<file path="src/rtl/sha_msg_scheduler.sv">
// -----------------------------------------------------------------------------
// sha_msg_scheduler
//
// SHA-2 message-schedule generator. It accepts the 16 message words of one
// block for each of CH interleaved channels. It then streams the full schedule
// W[0..R-1] of every channel, in slot order s = t*CH + c.
//   WORD_W = 32 -> SHA-256 (R = 64), WORD_W = 64 -> SHA-512 (R = 80).
//
// Ports
//   clk_i        clock, all state on rising edge
//   rst_ni       asynchronous active-low reset
//   start_i      pulse in IDLE starts a batch (ignored while busy)
//   in_valid_i   data_i holds a message word
//   in_ready_o   message word accepted when in_valid_i & in_ready_o
//   data_i       message word
//   out_valid_o  data_o holds a schedule word
//   out_ready_i  consumer accepts when out_valid_o & out_ready_i
//   data_o       schedule word W[idx_o] of channel ch_o
//   idx_o        round index 0..R-1
//   ch_o         channel index 0..CH-1
//   last_o       final word of the batch (idx_o = R-1, ch_o = CH-1)
//   busy_o       high while loading or expanding
// -----------------------------------------------------------------------------
module sha_msg_scheduler #(
  parameter int WORD_W = 32,
  parameter int CH     = 4
) (
  input  logic              clk_i,
  input  logic              rst_ni,
  input  logic              start_i,
  input  logic              in_valid_i,
  output logic              in_ready_o,
  input  logic [WORD_W-1:0] data_i,
  output logic              out_valid_o,
  input  logic              out_ready_i,
  output logic [WORD_W-1:0] data_o,
  output logic [6:0]        idx_o,
  output logic [2:0]        ch_o,
  output logic              last_o,
  output logic              busy_o
);

  localparam int unsigned R     = (WORD_W == 64) ? 80 : 64;
  localparam int unsigned NWIN  = 16 * CH;
  localparam int unsigned TOTAL = R * CH;
  localparam int unsigned CNT_W = $clog2(TOTAL);
  localparam int unsigned CH_SH = $clog2(CH);

  localparam logic [CNT_W-1:0] LOAD_LAST = CNT_W'(NWIN - 1);
  localparam logic [CNT_W-1:0] CNT_LAST  = CNT_W'(TOTAL - 1);
  localparam logic [CNT_W-1:0] CH_MASK   = CNT_W'(CH - 1);

  localparam logic [1:0] S_IDLE   = 2'd0;
  localparam logic [1:0] S_LOAD   = 2'd1;
  localparam logic [1:0] S_EXPAND = 2'd2;

  function automatic logic [WORD_W-1:0] rotr(input logic [WORD_W-1:0] x,
                                             input int unsigned n);
    return (x >> n) | (x << (WORD_W - n));
  endfunction

  function automatic logic [WORD_W-1:0] sig0(input logic [WORD_W-1:0] x);
    if (WORD_W == 64) return rotr(x, 1) ^ rotr(x, 8) ^ (x >> 7);
    else              return rotr(x, 7) ^ rotr(x, 18) ^ (x >> 3);
  endfunction

  function automatic logic [WORD_W-1:0] sig1(input logic [WORD_W-1:0] x);
    if (WORD_W == 64) return rotr(x, 19) ^ rotr(x, 61) ^ (x >> 6);
    else              return rotr(x, 17) ^ rotr(x, 19) ^ (x >> 10);
  endfunction

  logic [1:0]        state_q, state_d;
  logic [CNT_W-1:0]  cnt_q, cnt_d;
  logic [WORD_W-1:0] win_q [NWIN];
  logic [WORD_W-1:0] win_d [NWIN];
  logic [WORD_W-1:0] data_q, data_d;
  logic [6:0]        idx_q, idx_d;
  logic [2:0]        ch_q, ch_d;
  logic              last_q, last_d;
  logic              out_valid_q, out_valid_d;

  logic              adv;
  logic              in_ready;
  logic              produce;
  logic              new_last;
  logic [WORD_W-1:0] new_word;
  logic [WORD_W-1:0] gen_word;

  always_comb begin
    adv      = !out_valid_q | out_ready_i;
    in_ready = (state_q == S_LOAD) & adv;
    // win[k] holds slot s-1-k, so same-channel W[t-n] sits at win[n*CH-1].
    gen_word = sig1(win_q[2*CH-1]) + win_q[7*CH-1] +
               sig0(win_q[15*CH-1]) + win_q[NWIN-1];

    state_d     = state_q;
    cnt_d       = cnt_q;
    win_d       = win_q;
    data_d      = data_q;
    idx_d       = idx_q;
    ch_d        = ch_q;
    last_d      = last_q;
    out_valid_d = out_valid_q;
    produce     = 1'b0;
    new_last    = 1'b0;
    new_word    = '0;

    case (state_q)
      S_IDLE: begin
        if (start_i) begin
          state_d = S_LOAD;
          cnt_d   = '0;
        end
      end
      S_LOAD: begin
        if (in_valid_i && in_ready) begin
          produce  = 1'b1;
          new_word = data_i;
          if (cnt_q == LOAD_LAST) state_d = S_EXPAND;
        end
      end
      S_EXPAND: begin
        if (adv) begin
          produce  = 1'b1;
          new_word = gen_word;
          new_last = (cnt_q == CNT_LAST);
          if (new_last) state_d = S_IDLE;
        end
      end
      default: state_d = S_IDLE;
    endcase

    if (produce) begin
      win_d[0] = new_word;
      for (int unsigned i = 1; i < NWIN; i++) win_d[i] = win_q[i-1];
      data_d      = new_word;
      idx_d       = 7'(cnt_q >> CH_SH);
      ch_d        = 3'(cnt_q & CH_MASK);
      last_d      = new_last;
      out_valid_d = 1'b1;
      cnt_d       = new_last ? '0 : cnt_q + CNT_W'(1);
    end else if (adv) begin
      // Consumed (or empty) with nothing new: let the output drain.
      out_valid_d = 1'b0;
      last_d      = 1'b0;
    end
  end

  always_ff @(posedge clk_i or negedge rst_ni) begin
    if (!rst_ni) begin
      state_q     <= S_IDLE;
      cnt_q       <= '0;
      for (int unsigned i = 0; i < NWIN; i++) win_q[i] <= '0;
      data_q      <= '0;
      idx_q       <= '0;
      ch_q        <= '0;
      last_q      <= 1'b0;
      out_valid_q <= 1'b0;
    end else begin
      state_q     <= state_d;
      cnt_q       <= cnt_d;
      win_q       <= win_d;
      data_q      <= data_d;
      idx_q       <= idx_d;
      ch_q        <= ch_d;
      last_q      <= last_d;
      out_valid_q <= out_valid_d;
    end
  end

  assign in_ready_o  = in_ready;
  assign out_valid_o = out_valid_q;
  assign data_o      = data_q;
  assign idx_o       = idx_q;
  assign ch_o        = ch_q;
  assign last_o      = last_q;
  assign busy_o      = (state_q != S_IDLE);

endmodule
</file>
<file path="config.mk">
export PLATFORM = sky130hd
export DESIGN_NAME = sha_msg_scheduler
export DESIGN_NICKNAME = d
export VERILOG_FILES = /design/src/rtl/sha_msg_scheduler.sv
export SDC_FILE = /design/constraint.sdc
export NUM_CORES = 2
export LEC_CHECK = 0
export CORE_UTILIZATION = 60
export CTS_CLUSTER_SIZE = 28
export DETAILED_ROUTE_END_ITERATION = 10
export GPL_ROUTABILITY_DRIVEN = 0
export PLACE_DENSITY_LB_ADDON = 0.15
export SLEW_MARGIN = 20
export SYNTH_ARGS = -nofsm -noshare
export SYNTH_HDL_FRONTEND = slang
export SYNTH_SLANG_ARGS = --single-unit
</file>
<file path="constraint.sdc">
create_clock -name clk_i -period 7.6 [get_ports clk_i]
set_clock_uncertainty 0.05 [all_clocks]
set_input_delay 1.52 -clock clk_i [delete_from_list [all_inputs] [get_ports clk_i]]
set_output_delay 1.52 -clock clk_i [all_outputs]
set_load 0.1 [all_outputs]
</file>
==> metrics.txt <==
Worst path max stage delay roughly 1100 ps; Clk Latency, worst-skew pair a little over 800 ps; Distinct cells, synth between 60 and 70; Leakage 51.6 nW; Remaining DRCs 0; Clock Tree Root clkbuf_16; P&R area growth vs syn 10.7%; Slowest-stage cell, CP clkdlybuf4s50_1; layout cells sized above 1 4.43%; crit path cell chain clkdlybuf4s50_1, nand2b_1, and2_1, clkdlybuf4s50_1; Final Hold Viols 0; Die H about 370 µm; Reg2Reg Setup Slack slightly below 3000 ps; final-report max-slew violation count 0; Peak supply drop a little under 0.0004 V; Tmin final approximately 5200 ps; clk slew on worst S/H paths roughly 60 ps; sequential fraction of the synthesis area between 60% and 70%; Required @ worst endpoint 6030 ps; Tot GR Track Use ~25%; # nets final 9217; CP Launch Type input pin; core area roughly 140000 µm²; CTS tree yes; unrepaired setup endpoints after global routing no; crit path kind in -> out; DRT iter0 DRCs approximately 5300; DP Wirelength 99200 µm; initial antenna violation count 0; clk sinks ~2100; largest net degree at the start of global routing between 200 and 300; I/O Pins between 80 and 90; # hold bufs at CTS 0; die area 138000 µm²; worst endpoint data arrival time between 3000 and 4000 ps; Least-Margin Pin Slew 1190 ps; ys flop type dfrtp_1; final setup violating endpoints 0; final WL ~170000 µm; Synth Warn # 0; DR pass1 iterations 6; CP Capture Type output pin; DR vias/cell around 5.2; outcome completed; Place WS approximately 2500 ps; first-pass GRT wire length around 280000 µm; Setup Fix Bufs, Post-CTS 0; I/O Buffers 80; DR WL/cell between 15 and 20 µm; Initial Util about three fifths; fillers approximately 11000; Yosys reg bits roughly 2100; vias in the first global route 56168; Setup TNS 0 ps; Routed Antenna Nets 0; Worst Path Max Fanout 8; FMAX around 190 MHz; Rows 135; H-tree levels 4; EDFF count, synth 0; die width 371 µm; remaining global-route overflow 0; vias ~57000; Final Cycle Share 67.9%; Critical R2R Launch win_q[1810]; Worst Reg2Reg Path Length in Cells 14; # diodes 0; critical path's most frequent cell clkdlybuf4s50_1; maxcap violations 0; Setup WS post-layout 2440 ps; area of the mapped netlist a little over 80000 µm²; cts bufs inserted a little under 200; CP startpoint out_ready_i; HP Class reg -> reg; Max transition margin roughly 20%; Post-Syn Instances roughly 9300; PostCTS Resize Cnt 0; pwr dens 361 nW/µm²; worst setup path end in_ready_o; Post-synth ARST share 100%; Synth Area per Inst around 9 µm²; reg2reg end data_o[17]; Longest Clk Path Bufs 3
-- final cells by class --
type,instances,area (µm²),share of cell area [%]
repair buffers,146,1880,2.08
clock inverters,69,990,1.09
inverters,131,492,0.543
multi-input cells,6538,27300,30.2
clock buffers,294,5940,6.56
flip-flops and latches,2068,51700,57.1
well taps,1781,2230,2.46
-- logic make-up (layout without fill, tap and decap cells) --
| kind of cell | Yosys count | in the layout | synth area share (%) |
|---|---|---|---|
| AND/OR/NAND/NOR | 6048 | 6048 | 27.9 |
| flip-flops | 2068 | 2068 | 63.2 |
| buffers and inverters | 682 | 640 | 3.46 |
| AO/OA/AOI/OAI | 243 | 243 | 1.81 |
| XOR/XNOR | 146 | 146 | 1.56 |
| adder cells (fa/ha/maj) | 97 | 97 | 2.05 |
| multiplexers | 2 | 2 | 0.0260 |
| other | 1 | 2 | 0.00458 |
-- registers in the layout, indices dropped and copies added (netlist names) --
| name | cells |
|---|---|
| ch_o | 2 |
| cnt_q | 8 |
| data_o | 32 |
| idx_o | 6 |
| last_o | 1 |
| out_valid_o | 1 |
| state_q | 2 |
| win_q | 2016 |
-- report_power, final --
| group | internal [mW] | switching [mW] |
|---|---|---|
| logic | 2.15 | 6.78 |
| registers | 12.5 | 0.997 |
| clock network | 6.15 | 4.17 |
| total | 20.8 | 11.9 |
-- worst max-delay path: cells and delay by family --
family / cells / cell delay [ps]
simple gates: 2 / 480
buf+inv: 2 / 1590
-- cell usage after synthesis, types with 2 or more instances --
| library cell | n | area (µm²) |
|---|---|---|
| nand2_1 | 5933 | 22300 |
| dfrtp_1 | 2068 | 51700 |
| clkbuf_1 | 423 | 1590 |
| inv_1 | 129 | 484 |
| o21ai_0 | 121 | 606 |
| xnor2_1 | 91 | 797 |
| buf_2 | 81 | 405 |
| fa_1 | 62 | 1240 |
| nor2_1 | 57 | 214 |
| xor2_1 | 55 | 482 |
| a21oi_1 | 44 | 220 |
| buf_4 | 36 | 270 |
| ha_1 | 35 | 438 |
| a221oi_1 | 19 | 166 |
| and3_1 | 18 | 113 |
| a21o_1 | 12 | 90.1 |
| nand3_1 | 11 | 55.1 |
| nand2b_1 | 7 | 43.8 |
| o21ai_1 | 7 | 35.0 |
| buf_1 | 6 | 22.5 |
| a31oi_1 | 5 | 31.3 |
| nand4_1 | 5 | 31.3 |
| o21a_1 | 5 | 37.5 |
| nor2b_1 | 4 | 25.0 |
| a211oi_2 | 3 | 37.5 |
| buf_6 | 3 | 33.8 |
| nor3_1 | 3 | 15.0 |
| a211o_1 | 2 | 17.5 |
| a211oi_1 | 2 | 15.0 |
| a21oi_2 | 2 | 17.5 |
| a21oi_4 | 2 | 32.5 |
| and2_1 | 2 | 12.5 |
| nor4_1 | 2 | 12.5 |
| o22ai_1 | 2 | 12.5 |
| o31ai_1 | 2 | 15.0 |
-- how the worst min path moves through the flow --
stage,startpoint,endpoint,slack (ps),depth (start not counted)
floorplan,win_q[32],win_q[0],390,2
global placement,win_q[103],win_q[71],400,2
detailed placement,win_q[1688],win_q[1656],400,2
CTS,win_q[1107],win_q[1075],390,2
global route,win_q[1107],win_q[1075],410,2
finish,win_q[338],win_q[306],400,2
-- through the flow --
step                      hold slack (ps)  util [%]  power [mW]  cell area, µm²  instances
after floorplan                       389         -        19.9           81900       9288
after global placement                396      61.8        22.5           83700      10663
after detailed placement              396      61.8        22.6           83700      10663
after CTS                             387      66.9        33.0           90600      11026
after global routing                  415      66.9        34.5           90600      11027
final                                 395      66.9        32.7           90600      11027
-- cell usage in the layout (no fill, tap or decap), types with 3 or more instances in the layout --
cell,instances
xor2_1,55
buf_12,44
a21oi_1,44
clkbuf_1,40
nand4_1,5
clkdlybuf4s50_1,79
buf_4,21
nand2_1,5933
ha_1,35
nor3_1,3
dfrtp_1,2068
a211oi_2,3
nand2b_1,7
a21o_1,12
and3_1,17
clkinvlp_4,5
fa_1,62
inv_6,5
o21ai_0,121
a221oi_1,19
clkbuf_16,204
nor2b_1,4
o21a_1,5
inv_1,129
nand3_1,10
clkbuf_8,50
o21ai_1,7
a31oi_1,5
nor2_1,57
bufinv_16,22
xnor2_1,91
clkinv_8,3
clkinv_2,32
-- per-layer routing --
| layer | share of wire, % | vias up | track usage, % |
|---|---|---|---|
| li1 | - | 27544 | - |
| met5 | 0 | - | 0 |
| met1 | 45 | 28478 | 35.3 |
| met3 | 4.1 | 293 | 3.80 |
| met2 | 48 | 938 | 39.7 |
| met4 | 3.1 | 0 | 8.39 |
Power figures use the tool's default switching activity.
